**src/rtl/sram_arb_pkg.sv**
```systemverilog
// Shared defaults and the pipeline-stage record for the SRAM round-robin arbiter.
// Stage fields are sized for the widest legal configuration and sliced by the users.
package sram_arb_pkg;
  localparam int BPW_DEF  = 16;
  localparam int WORD_DEF = 128;
  localparam int NREQ_MAX = 8;
  localparam int ID_W     = $clog2(NREQ_MAX);
  localparam int ADDR_MAX = 32;
  localparam int BPW_MAX  = 64;

  typedef struct packed {
    logic                valid;
    logic                we;
    logic [ID_W-1:0]     id;
    logic [ADDR_MAX-1:0] addr;
    logic [BPW_MAX-1:0]  wdata;
  } stage_t;
endpackage

```
**src/rtl/sram_arb_rr_grant.sv**
```systemverilog
// One-hot grant picker: first requester at or after ptr_i, wrapping.
// SRAM_ARB_FIXED_PRIO_EN switches to fixed priority (lowest index wins, ptr_i ignored).
module sram_arb_rr_grant import sram_arb_pkg::*; #(
  parameter int  NREQ = 2,
  localparam int PW   = $clog2(NREQ)
)(
  input  logic [NREQ-1:0] req_i,
  input  logic [PW-1:0]   ptr_i,
  output logic [NREQ-1:0] gnt_o
);
  int start;

`ifdef SRAM_ARB_FIXED_PRIO_EN
  logic unused_ptr;
  assign unused_ptr = ^ptr_i;
  assign start = 0;
`else
  assign start = int'(ptr_i);
`endif

  always_comb begin
    gnt_o = '0;
    for (int off = 0; off < NREQ; off++)
      for (int i = 0; i < NREQ; i++)
        if (gnt_o == '0 && req_i[i] && i == (start + off) % NREQ) gnt_o[i] = 1'b1;
  end
endmodule

```
**src/rtl/sram_rr_arbiter.sv**
```systemverilog
// N-requester single-port SRAM front end: accept (N), SRAM access (N+1), capture Q (N+2), rsp pulse (N+3).
// Define SRAM_ARB_FIXED_PRIO_EN for fixed priority instead of round-robin.
module sram_rr_arbiter import sram_arb_pkg::*; #(
  parameter int BPW  = BPW_DEF,
  parameter int WORD = WORD_DEF,
  parameter int ADDR = $clog2(WORD),
  parameter int NREQ = 2
)(
  input  logic                 CLK,
  input  logic                 RSTN,
  input  logic [NREQ-1:0]      req_valid,
  output logic [NREQ-1:0]      req_ready,
  input  logic [NREQ-1:0]      req_we,
  input  logic [NREQ*ADDR-1:0] req_addr,
  input  logic [NREQ*BPW-1:0]  req_wdata,
  output logic [NREQ-1:0]      rsp_valid,
  output logic [BPW-1:0]       rsp_rdata,
  output logic                 CEN,
  output logic                 WEN,
  output logic [ADDR-1:0]      A,
  output logic [BPW-1:0]       D,
  input  logic [BPW-1:0]       Q
);
  localparam int PW = $clog2(NREQ);

  logic [PW-1:0]   ptr_q, ptr_d;
  logic [NREQ-1:0] gnt;
  stage_t          acc, s1_d, s1_q, s2_q;
  logic [NREQ-1:0] rsp_valid_d, rsp_valid_q;
  logic [BPW-1:0]  rdata_q;

  sram_arb_rr_grant #(.NREQ(NREQ)) u_grant (
    .req_i (req_valid),
    .ptr_i (ptr_q),
    .gnt_o (gnt)
  );

  assign req_ready = gnt;

  // Payload of the granted requester; the pointer moves past the winner.
  always_comb begin
    acc   = '0;
    ptr_d = ptr_q;
    for (int i = 0; i < NREQ; i++) begin
      if (gnt[i]) begin
        acc.valid = 1'b1;
        acc.we    = req_we[i];
        acc.id    = ID_W'(i);
        acc.addr  = ADDR_MAX'(req_addr[i*ADDR +: ADDR]);
        acc.wdata = BPW_MAX'(req_wdata[i*BPW +: BPW]);
        ptr_d     = PW'((i + 1) % NREQ);
      end
    end
  end

  // A and D hold their last driven values while the SRAM is idle.
  always_comb begin
    s1_d       = s1_q;
    s1_d.valid = 1'b0;
    if (acc.valid) s1_d = acc;
  end

  always_comb begin
    rsp_valid_d = '0;
    for (int i = 0; i < NREQ; i++)
      if (s2_q.valid && !s2_q.we && s2_q.id == ID_W'(i)) rsp_valid_d[i] = 1'b1;
  end

  always_ff @(posedge CLK or negedge RSTN) begin
    if (!RSTN) begin
      ptr_q       <= '0;
      s1_q        <= '0;
      s2_q        <= '0;
      rsp_valid_q <= '0;
      rdata_q     <= '0;
    end else begin
      ptr_q       <= ptr_d;
      s1_q        <= s1_d;
      s2_q        <= s1_q;
      rsp_valid_q <= rsp_valid_d;
      if (s2_q.valid && !s2_q.we) rdata_q <= Q;
    end
  end

  assign CEN       = ~s1_q.valid;
  assign WEN       = ~(s1_q.valid & s1_q.we);
  assign A         = s1_q.addr[ADDR-1:0];
  assign D         = s1_q.wdata[BPW-1:0];
  assign rsp_valid = rsp_valid_q;
  assign rsp_rdata = rdata_q;

  logic unused_s2;
  assign unused_s2 = ^{s2_q.addr, s2_q.wdata};
endmodule
```
**config.mk**
```make
export PLATFORM = sky130hd
export DESIGN_NAME = sram_rr_arbiter
export DESIGN_NICKNAME = d
export VERILOG_FILES = /design/src/rtl/sram_arb_pkg.sv /design/src/rtl/sram_arb_rr_grant.sv /design/src/rtl/sram_rr_arbiter.sv
export SDC_FILE = /design/constraint.sdc
export NUM_CORES = 1
export LEC_CHECK = 0
export ABC_AREA = 1
export CAP_MARGIN = 20
export CORE_ASPECT_RATIO = 1.1
export CORE_MARGIN = 2
export CORE_UTILIZATION = 44
export DETAILED_ROUTE_END_ITERATION = 7
export GPL_TIMING_DRIVEN = 1
export HOLD_SLACK_MARGIN = 0.03
export PLACE_DENSITY = 0.93
export RECOVER_POWER = 100
export SLEW_MARGIN = 10
export SYNTH_ARGS = -nofsm -noshare
export SYNTH_HDL_FRONTEND = slang
export SYNTH_SLANG_ARGS = --single-unit
```
**constraint.sdc**
```tcl
create_clock -name CLK -period 3.4 [get_ports CLK]
set_input_delay 0.68 -clock CLK [delete_from_list [all_inputs] [get_ports CLK]]
set_output_delay 0.68 -clock CLK [all_outputs]
set_load 0.02 [all_outputs]
```
# Yosys cells after proc, flatten, opt, wreduce, memory -nomap -nowiden
# Index checks and enable logic that the tools add are counted.
# classes
add_sub_neg,1
n_eq_ne,2
muxes,11
bitwise_logic,5
reduce_logical,17
# op_table
operator,n
101-bit two-way mux,3
32-bit zero test,2
1-bit logical AND,10
1-bit two-way mux,8
2-bit zero test,2
"3-bit by 1-bit equality test with 1-bit output, second input constant",1
3-bit zero test,1
1-bit inverter,3
"2-bit equality test, first input constant",1
2-bit nonzero test,1
"1-bit adder, second input constant",1
1-bit AND,1
"1-bit AND, first input constant",1
1-bit zero test,1
# word_totals
ff_bits,125
in_bits,68
output_inout_bits,45
elab_cells,47

# Logic depth before layout (Yosys ltp)
# Gate-level depths: netlist of the first run.
# depth
word_depth,17
ltp_mapped,6
mapped_depth_nobuf,4

# Cells and area by module
# Synthesis of the first run repeated with hierarchy kept, for this count alone.
# hier_totals
hier_cells,247
hier_area_um2,2195.9
# modules_own_cells
module,n_inst,cells_each,area_per_inst_um2,seq_area_each_um2
sram_rr_arbiter,1,243,2168.3,1201.2
sram_arb_rr_grant,1,4,27.5,0.0

# Least setup slack after synthesis of the first run
# Ideal clock, no wire load.
# synth_timing
kind,input-to-output
from,in req_valid[0]
to,out req_ready[1]
arrival_time_ns,1.348
required_time_ns,2.720
slack_ns,1.372
cell_stages,6
n_path_buf,3
cell_sequence,buf_4 > nand2_2 > buf_4 > nand2_1 > inv_1 > buf_4
# synth_between
elab_chain_len,14
# synth_rtl
item,line,text
"start, declared",sram_rr_arbiter.sv:11,"input logic [NREQ-1:0] req_valid,"
1-bit logical AND,sram_arb_rr_grant.sv:25,if (gnt_o == '0 && req_i[i] && i == (start + off) % NREQ) gnt_o[i] = 1'b1;
1-bit two-way mux,sram_arb_rr_grant.sv:25,
1-bit inverter,sram_arb_rr_grant.sv:25,
1-bit logical AND (2 in a row),sram_arb_rr_grant.sv:25,
1-bit two-way mux,sram_arb_rr_grant.sv:25,
2-bit zero test,sram_arb_rr_grant.sv:25,
1-bit logical AND (2 in a row),sram_arb_rr_grant.sv:25,
1-bit two-way mux,sram_arb_rr_grant.sv:25,
2-bit zero test,sram_arb_rr_grant.sv:25,
1-bit logical AND (2 in a row),sram_arb_rr_grant.sv:25,
1-bit two-way mux *,sram_arb_rr_grant.sv:25,
"end, declared",sram_rr_arbiter.sv:12,"output logic [NREQ-1:0] req_ready,"
# Mark *: on every way between the ends. The rest lies on a longest branch, timed or not.

# Worst setup path after layout of the first run
# layout_timing
from,in req_valid[0]
to,out req_ready[0]
# layout_between
elab_chain_len,10
# layout_rtl
item,line
1-bit logical AND,sram_arb_rr_grant.sv:25
1-bit two-way mux,sram_arb_rr_grant.sv:25
1-bit inverter,sram_arb_rr_grant.sv:25
1-bit logical AND (2 in a row),sram_arb_rr_grant.sv:25
1-bit two-way mux,sram_arb_rr_grant.sv:25
2-bit zero test,sram_arb_rr_grant.sv:25
1-bit logical AND (2 in a row),sram_arb_rr_grant.sv:25
1-bit two-way mux *,sram_arb_rr_grant.sv:25
# Marked as above.

==> impl_metrics.py, run 1 <==
metrics = {
    "status": {
        "status": "complete, but fails checks",
        "violations": "capacitance limit, slew limit",
    },
    "clocking": {
        "cts-buffers-inserted": 5,
        "post-cts-setup-buffers": 0,
        "cts.sinks": 48,
        "ctsLongestPathBuffers": 2,
        "cts-resized-gates": 0,
        "postCtsHoldBufs": 0,
        "cts_tree": "done",
        "clkTransAtPathRegs_ns": 0.08,
        "htreeDepth": 2,
        "clock_latency_ns": 0.29,
        "cts-root-buf": "clkbuf_8",
    },
    "grt": {
        "grt_max_degree": 49,
        "antenna_found_initial": 0,
        "grt_first_pass_wirelength_um": 9970,
        "grt_pass1_vias": 2151,
        "grt_overflow": 0,
        "grt_util_all_layers_pct": 21.8,
    },
    "setup_path": {
        "crit_slowest_cell": "dlygate4sd3_1",
        "max_stage_delay_ns": 0.68,
        "criticalPathCategory": "input pin to primary output",
        "crit_top_cell": "dlygate4sd3_1",
        "crit_path_end_kind": "primary output",
        "critical_path_arrival_ns": 2.29,
        "critPathRequiredTime_ns": 2.72,
        "cp_max_fo": 11,
        "cp-start-kind": "input pin",
        "cp_cell_sequence": "dlygate4sd3_1 -> buf_4 -> nand2_1 -> inv_1 -> dlygate4sd3_1",
    },
    "synth": {
        "ys.flop_type": "dfrtp_1",
        "yosysMostFrequentCell": "nand3_1",
        "synth_top_area_share_pct": 51.8,
        "ys_ff_latch": 48,
        "ys_types": 13,
        "synth_top_cell_by_area": "dfrtp_1",
        "synth.area.top_cells": "dfrtp_1 (52%), nand3_1 (19%), buf_4 (9.7%), nand4_1 (6.5%), nand2_1 (6.1%)",
        "synth_area_sq_um": 2320,
        "yosysSeqAreaShare_pct": 51.8,
        "syn-num-nets": 325,
        "ys_warn_count": 0,
        "synthTopCellsByCount": "nand3_1 (88), dfrtp_1 (48), nand2_1 (38)",
        "synthArstFlopShare_pct": 100,
        "synth.avg_cell_area_sq_um": 9.03,
        "syn_inst": 257,
        "synth_edf_count": 0,
    },
    "power": {
        "irDropWorstVdd_v": 0.000227,
        "power.density_nw_per_um2": 504,
        "p_leak_uw": 0.00156,
    },
    "placed_design": {
        "gp_congestion": 0.793,
        "placed_area_sq_um": 3230,
        "place_hpwl_um": 4510,
        "portBuffers": 112,
    },
    "cells_and_area": {
        "antenna_cells": 0,
        "area_growth_syn_to_layout_pct": 44.5,
        "nets": 405,
        "final_area_sq_um": 3350,
        "drive_gt1_share_pct": 4.15,
        "fin_util_pct": 66.6,
        "multi_input_area_sq_um": 767,
        "fillCellCount": 408,
        "ff_latch_area_sq_um": 1200,
    },
    "routing": {
        "vias": 2218,
        "vias_per_cell": 5.62,
        "routedWlPerCell_um": 16.4,
        "drt-initial-drc-count": 140,
        "wl_um": 6470,
        "postRouteAntennaNets": 0,
        "firstDrtPassIters": 4,
        "drc_errors": 0,
    },
    "timing": {
        "slew_headroom_pct": -19.3,
        "hold_viol_final": 0,
        "fin_skew_ns": 0.00451,
        "setup_violations": 0,
        "rsz0062_at_grt": "false",
        "max_freq_mhz": 337,
        "min_period_ns": 2.97,
        "tns_ns": 0,
        "tightest_slew_ns": 1.79,
        "finalCritPeriodShare_pct": 87.4,
        "drv_slew": 35,
    },
    "die": {
        "num_io_pins": 113,
        "start_util_pct": 46.1,
        "core_sq_um": 5030,
        "die_w_um": 73.2,
        "die_y_um": 80.2,
        "die-area_sq_um": 5870,
        "fp-row-count": 27,
    },
    "min_path": {
        "min_path_type": "register to register",
    },
    "job": {
        "max-cap-violations": 1,
    },
}
==> layout make-up <==
cell class	count	area share, %
clock buffer	5	2.05
clock inverter	2	1.79
inverter	8	0.896
tap	58	2.16
sequential	48	35.8
multi-input combinational	156	22.9
timing repair buffer	118	34.4
==> metal layers <==
metal	part of all wire [%]	wire length (um)	track usage (%)	vias up
met3	7.6	495	4.77	13
met1	38	2460	25.8	1066
li1	-	-	-	1024
met2	53	3410	38.5	115
met4	1.7	110	7.41	0
met5	0	0	0	-
==> cells by family after synthesis <==
| group | Yosys count | synth area share (%) |
|---|---|---|
| and+or+nand+nor | 155 | 33.0 |
| buffers and inverters | 53 | 15.0 |
| DFF | 48 | 51.8 |
| AOI/OAI and AO/OA | 1 | 0.216 |
==> placed cells by master, fill, tap and decap left out, drive strengths merged <==
cell           synthesis  final
nand3                 88     88
clkdlybuf4s50          0     65
dfrtp                 48     48
dlygate4sd3            0     46
nand2                 41     41
nand4                 24     24
inv                    8      8
clkbuf                 0      8
buf                   45      4
nor2                   2      2
bufinv                 0      2
o21ai                  1      1
==> worst max-delay path: cells and delay by family <==
| family | cells | cell delay (ns) |
|---|---|---|
| buf+inv | 4 | 1.51 |
| simple gates | 1 | 0.09 |
==> worst paths after layout <==
path,depth (start not counted),slack [ns],start,to
setup / recovery,5,0.43,req_valid[0],req_ready[0]
hold / removal,0,0.39,s1_q[96],s2_q[96]
setup reg to reg,5,1.61,ptr_q,D[7]
hold reg to reg,0,0.39,s1_q[96],s2_q[96]
max in group asynchronous,2,0.87,RSTN,s2_q[99]
min in group asynchronous,1,0.41,RSTN,rsp_rdata[2]
==> through the flow <==
stage                     setup WS [ns]  hold WS (ns)  cells  total power (uW)
after floorplan                    1.37         0.354    257              1030
after global placement            0.590         0.367    387              1250
after detailed placement          0.571         0.367    387              1270
after CTS                         0.567         0.389    394              1740
after global routing              0.343         0.397    395              1770
final                             0.429         0.388    395              1690
==> power by group <==
group	leakage (uW)	switching, uW	total, uW	internal (uW)
logic	0.000908	279	510	232
clock network	0.0000642	180	469	289
registers	0.000585	52.1	711	659
==> registers in the layout, indices dropped and copies added (netlist names) <==
| signal | cells |
|---|---|
| s2_q | 3 |
| ptr_q | 1 |
| rsp_valid | 2 |
| s1_q | 3 |
| rsp_rdata | 16 |
| D | 16 |
| A | 7 |
No activity file was read; power rests on OpenSTA's default activity.
==> run 2: changes to the inputs <==
CAP_MARGIN = unset   (was 20)
SETUP_SLACK_MARGIN = 0.05   (was unset)
==> run 2 against run 1 <==
Effect of this change:
- the run now ends clean
- clock skew shrank 0.0017 ns
- non-clock buffer count shrank 1
- global-route usage is the same
- via count grew 0.50%
- utilization is essentially flat
- critical path depth is the same
- highest routed layer unchanged
==> impl_metrics.py, run 2 (same netlist as run 1, synthesis figures left out) <==
metrics = {
    "status": {
        "status": "finished, final reports clean",
    },
    "clocking": {
        "cts-buffers-inserted": 5,
        "post-cts-setup-buffers": 0,
        "cts-resized-gates": 0,
        "cts_tree": "done",
        "postCtsHoldBufs": 0,
        "clkTransAtPathRegs_ns": 0.08,
        "ctsLongestPathBuffers": 2,
        "cts-root-buf": "clkbuf_8",
        "htreeDepth": 2,
        "clock_latency_ns": 0.29,
        "cts.sinks": 48,
    },
    "cells_and_area": {
        "area_growth_syn_to_layout_pct": 44.4,
        "nets": 404,
        "antenna_cells": 0,
        "multi_input_area_sq_um": 767,
        "most-common-layout-cells": "nand3_1 (88), clkdlybuf4s50_1 (65), dfrtp_1 (48), dlygate4sd3_1 (46), nand2_1 (39)",
        "drive_gt1_share_pct": 4.46,
        "final_common_cell": "nand3_1",
        "fillCellCount": 408,
        "ff_latch_area_sq_um": 1200,
    },
    "placed_design": {
        "gp_congestion": 0.793,
        "place_hpwl_um": 4510,
        "portBuffers": 112,
        "post-place-ws_ns": 0.571,
    },
    "setup_path": {
        "critPathRequiredTime_ns": 2.72,
        "crit_top_cell": "dlygate4sd3_1",
        "cp-start-kind": "input pin",
        "critical_path_arrival_ns": 2.29,
        "cp_max_fo": 11,
        "crit_path_end_kind": "primary output",
        "ff2ff_path_depth": 5,
        "critical_path_buf_inv_count": 4,
        "criticalPathCategory": "input pin to primary output",
        "max_stage_delay_ns": 0.68,
        "r2r_end": "D[7]",
        "crit_slowest_cell": "dlygate4sd3_1",
        "cp_cell_sequence": "dlygate4sd3_1 -> buf_4 -> nand2_1 -> inv_1 -> dlygate4sd3_1",
        "worstReg2RegStart": "ptr_q",
        "critical-path-top-delay-family": "buffers and inverters",
        "reg2reg_slack_ns": 1.61,
    },
    "timing": {
        "tns_ns": 0,
        "drv_slew": 0,
        "max_freq_mhz": 337,
        "slew_headroom_pct": 23.9,
        "setup_violations": 0,
        "tightest_slew_ns": 1.14,
        "hold_viol_final": 0,
        "setup_ws_ns": 0.433,
        "fin_skew_ns": 0.00277,
        "finalCritPeriodShare_pct": 87.3,
        "rsz0062_at_grt": "false",
        "min_period_ns": 2.97,
    },
    "die": {
        "start_util_pct": 46.1,
        "core_sq_um": 5030,
        "die-area_sq_um": 5870,
        "num_io_pins": 113,
        "die_w_um": 73.2,
        "fp-row-count": 27,
        "die_y_um": 80.2,
    },
    "routing": {
        "routedWlPerCell_um": 16.5,
        "drt-initial-drc-count": 117,
        "firstDrtPassIters": 4,
        "vias_per_cell": 5.66,
        "vias": 2229,
        "wl_um": 6490,
        "postRouteAntennaNets": 0,
        "drc_errors": 0,
    },
    "grt": {
        "grt_overflow": 0,
        "grt_pass1_vias": 2151,
        "grt_max_degree": 49,
        "grt_util_all_layers_pct": 21.8,
        "grt_first_pass_wirelength_um": 9970,
        "antenna_found_initial": 0,
    },
    "min_path": {
        "min-delay-start": "s1_q[96]",
        "min_to": "s2_q[96]",
        "hold_depth": 0,
        "min_path_type": "register to register",
    },
    "power": {
        "power.density_nw_per_um2": 505,
        "p_leak_uw": 0.00156,
        "irDropWorstVdd_v": 0.000227,
    },
    "job": {
        "max-cap-violations": 0,
    },
}
[run 2: cell types whose count changed in the layout (fill, tap and decap cells not counted)]
cell	before	now
buf_2	0	1
clkbuf_1	3	1
[run 2: per-stage QoR]
step	std cells	area (sq um)	utilization [%]	hold WS (ns)	total power, uW
3_5_place_dp	387	3230	64.1	0.367	1270
4_1_cts	394	3360	66.7	0.389	1740
3_3_place_gp	387	3230	64.1	0.367	1250
2_1_floorplan	257	2320	-	0.354	1030
6_report	394	3350	66.5	0.386	1690
5_1_grt	394	3350	66.5	0.397	1770
[run 2: cell type report]
type | count | area share, %
flip-flops and latches | 48 | 35.9
inverters | 8 | 0.897
clock buffers | 5 | 2.05
well taps | 58 | 2.17
repair buffers | 117 | 34.3
clock inverters | 2 | 1.79
multi-input cells | 156 | 22.9
[run 2: metal layers]
layer / share of wire (%) / global-route usage [%] / routed length [um]
met1: 39 / 25.8 / 2540
met2: 52 / 38.5 / 3340
met3: 7.7 / 4.77 / 502
met4: 1.7 / 7.41 / 110
met5: 0 / 0 / 0
[run 2: power by group]
group / internal, uW / switching [uW]
Sequential: 659 / 52.1
Clock: 289 / 179
Combinational: 232 / 279
Total: 1180 / 510
[run 2: worst max path at each step]
stage | startpoint | endpoint | slack, ns | depth (start not counted)
after global placement | req_valid[0] | req_ready[0] | 0.59 | 5
after detailed placement | req_valid[0] | req_ready[0] | 0.57 | 5
after global routing | req_valid[0] | req_ready[0] | 0.39 | 5
after CTS | req_valid[0] | req_ready[0] | 0.57 | 5
after floorplan | req_valid[0] | req_ready[1] | 1.37 | 6
final | req_valid[0] | req_ready[0] | 0.43 | 5
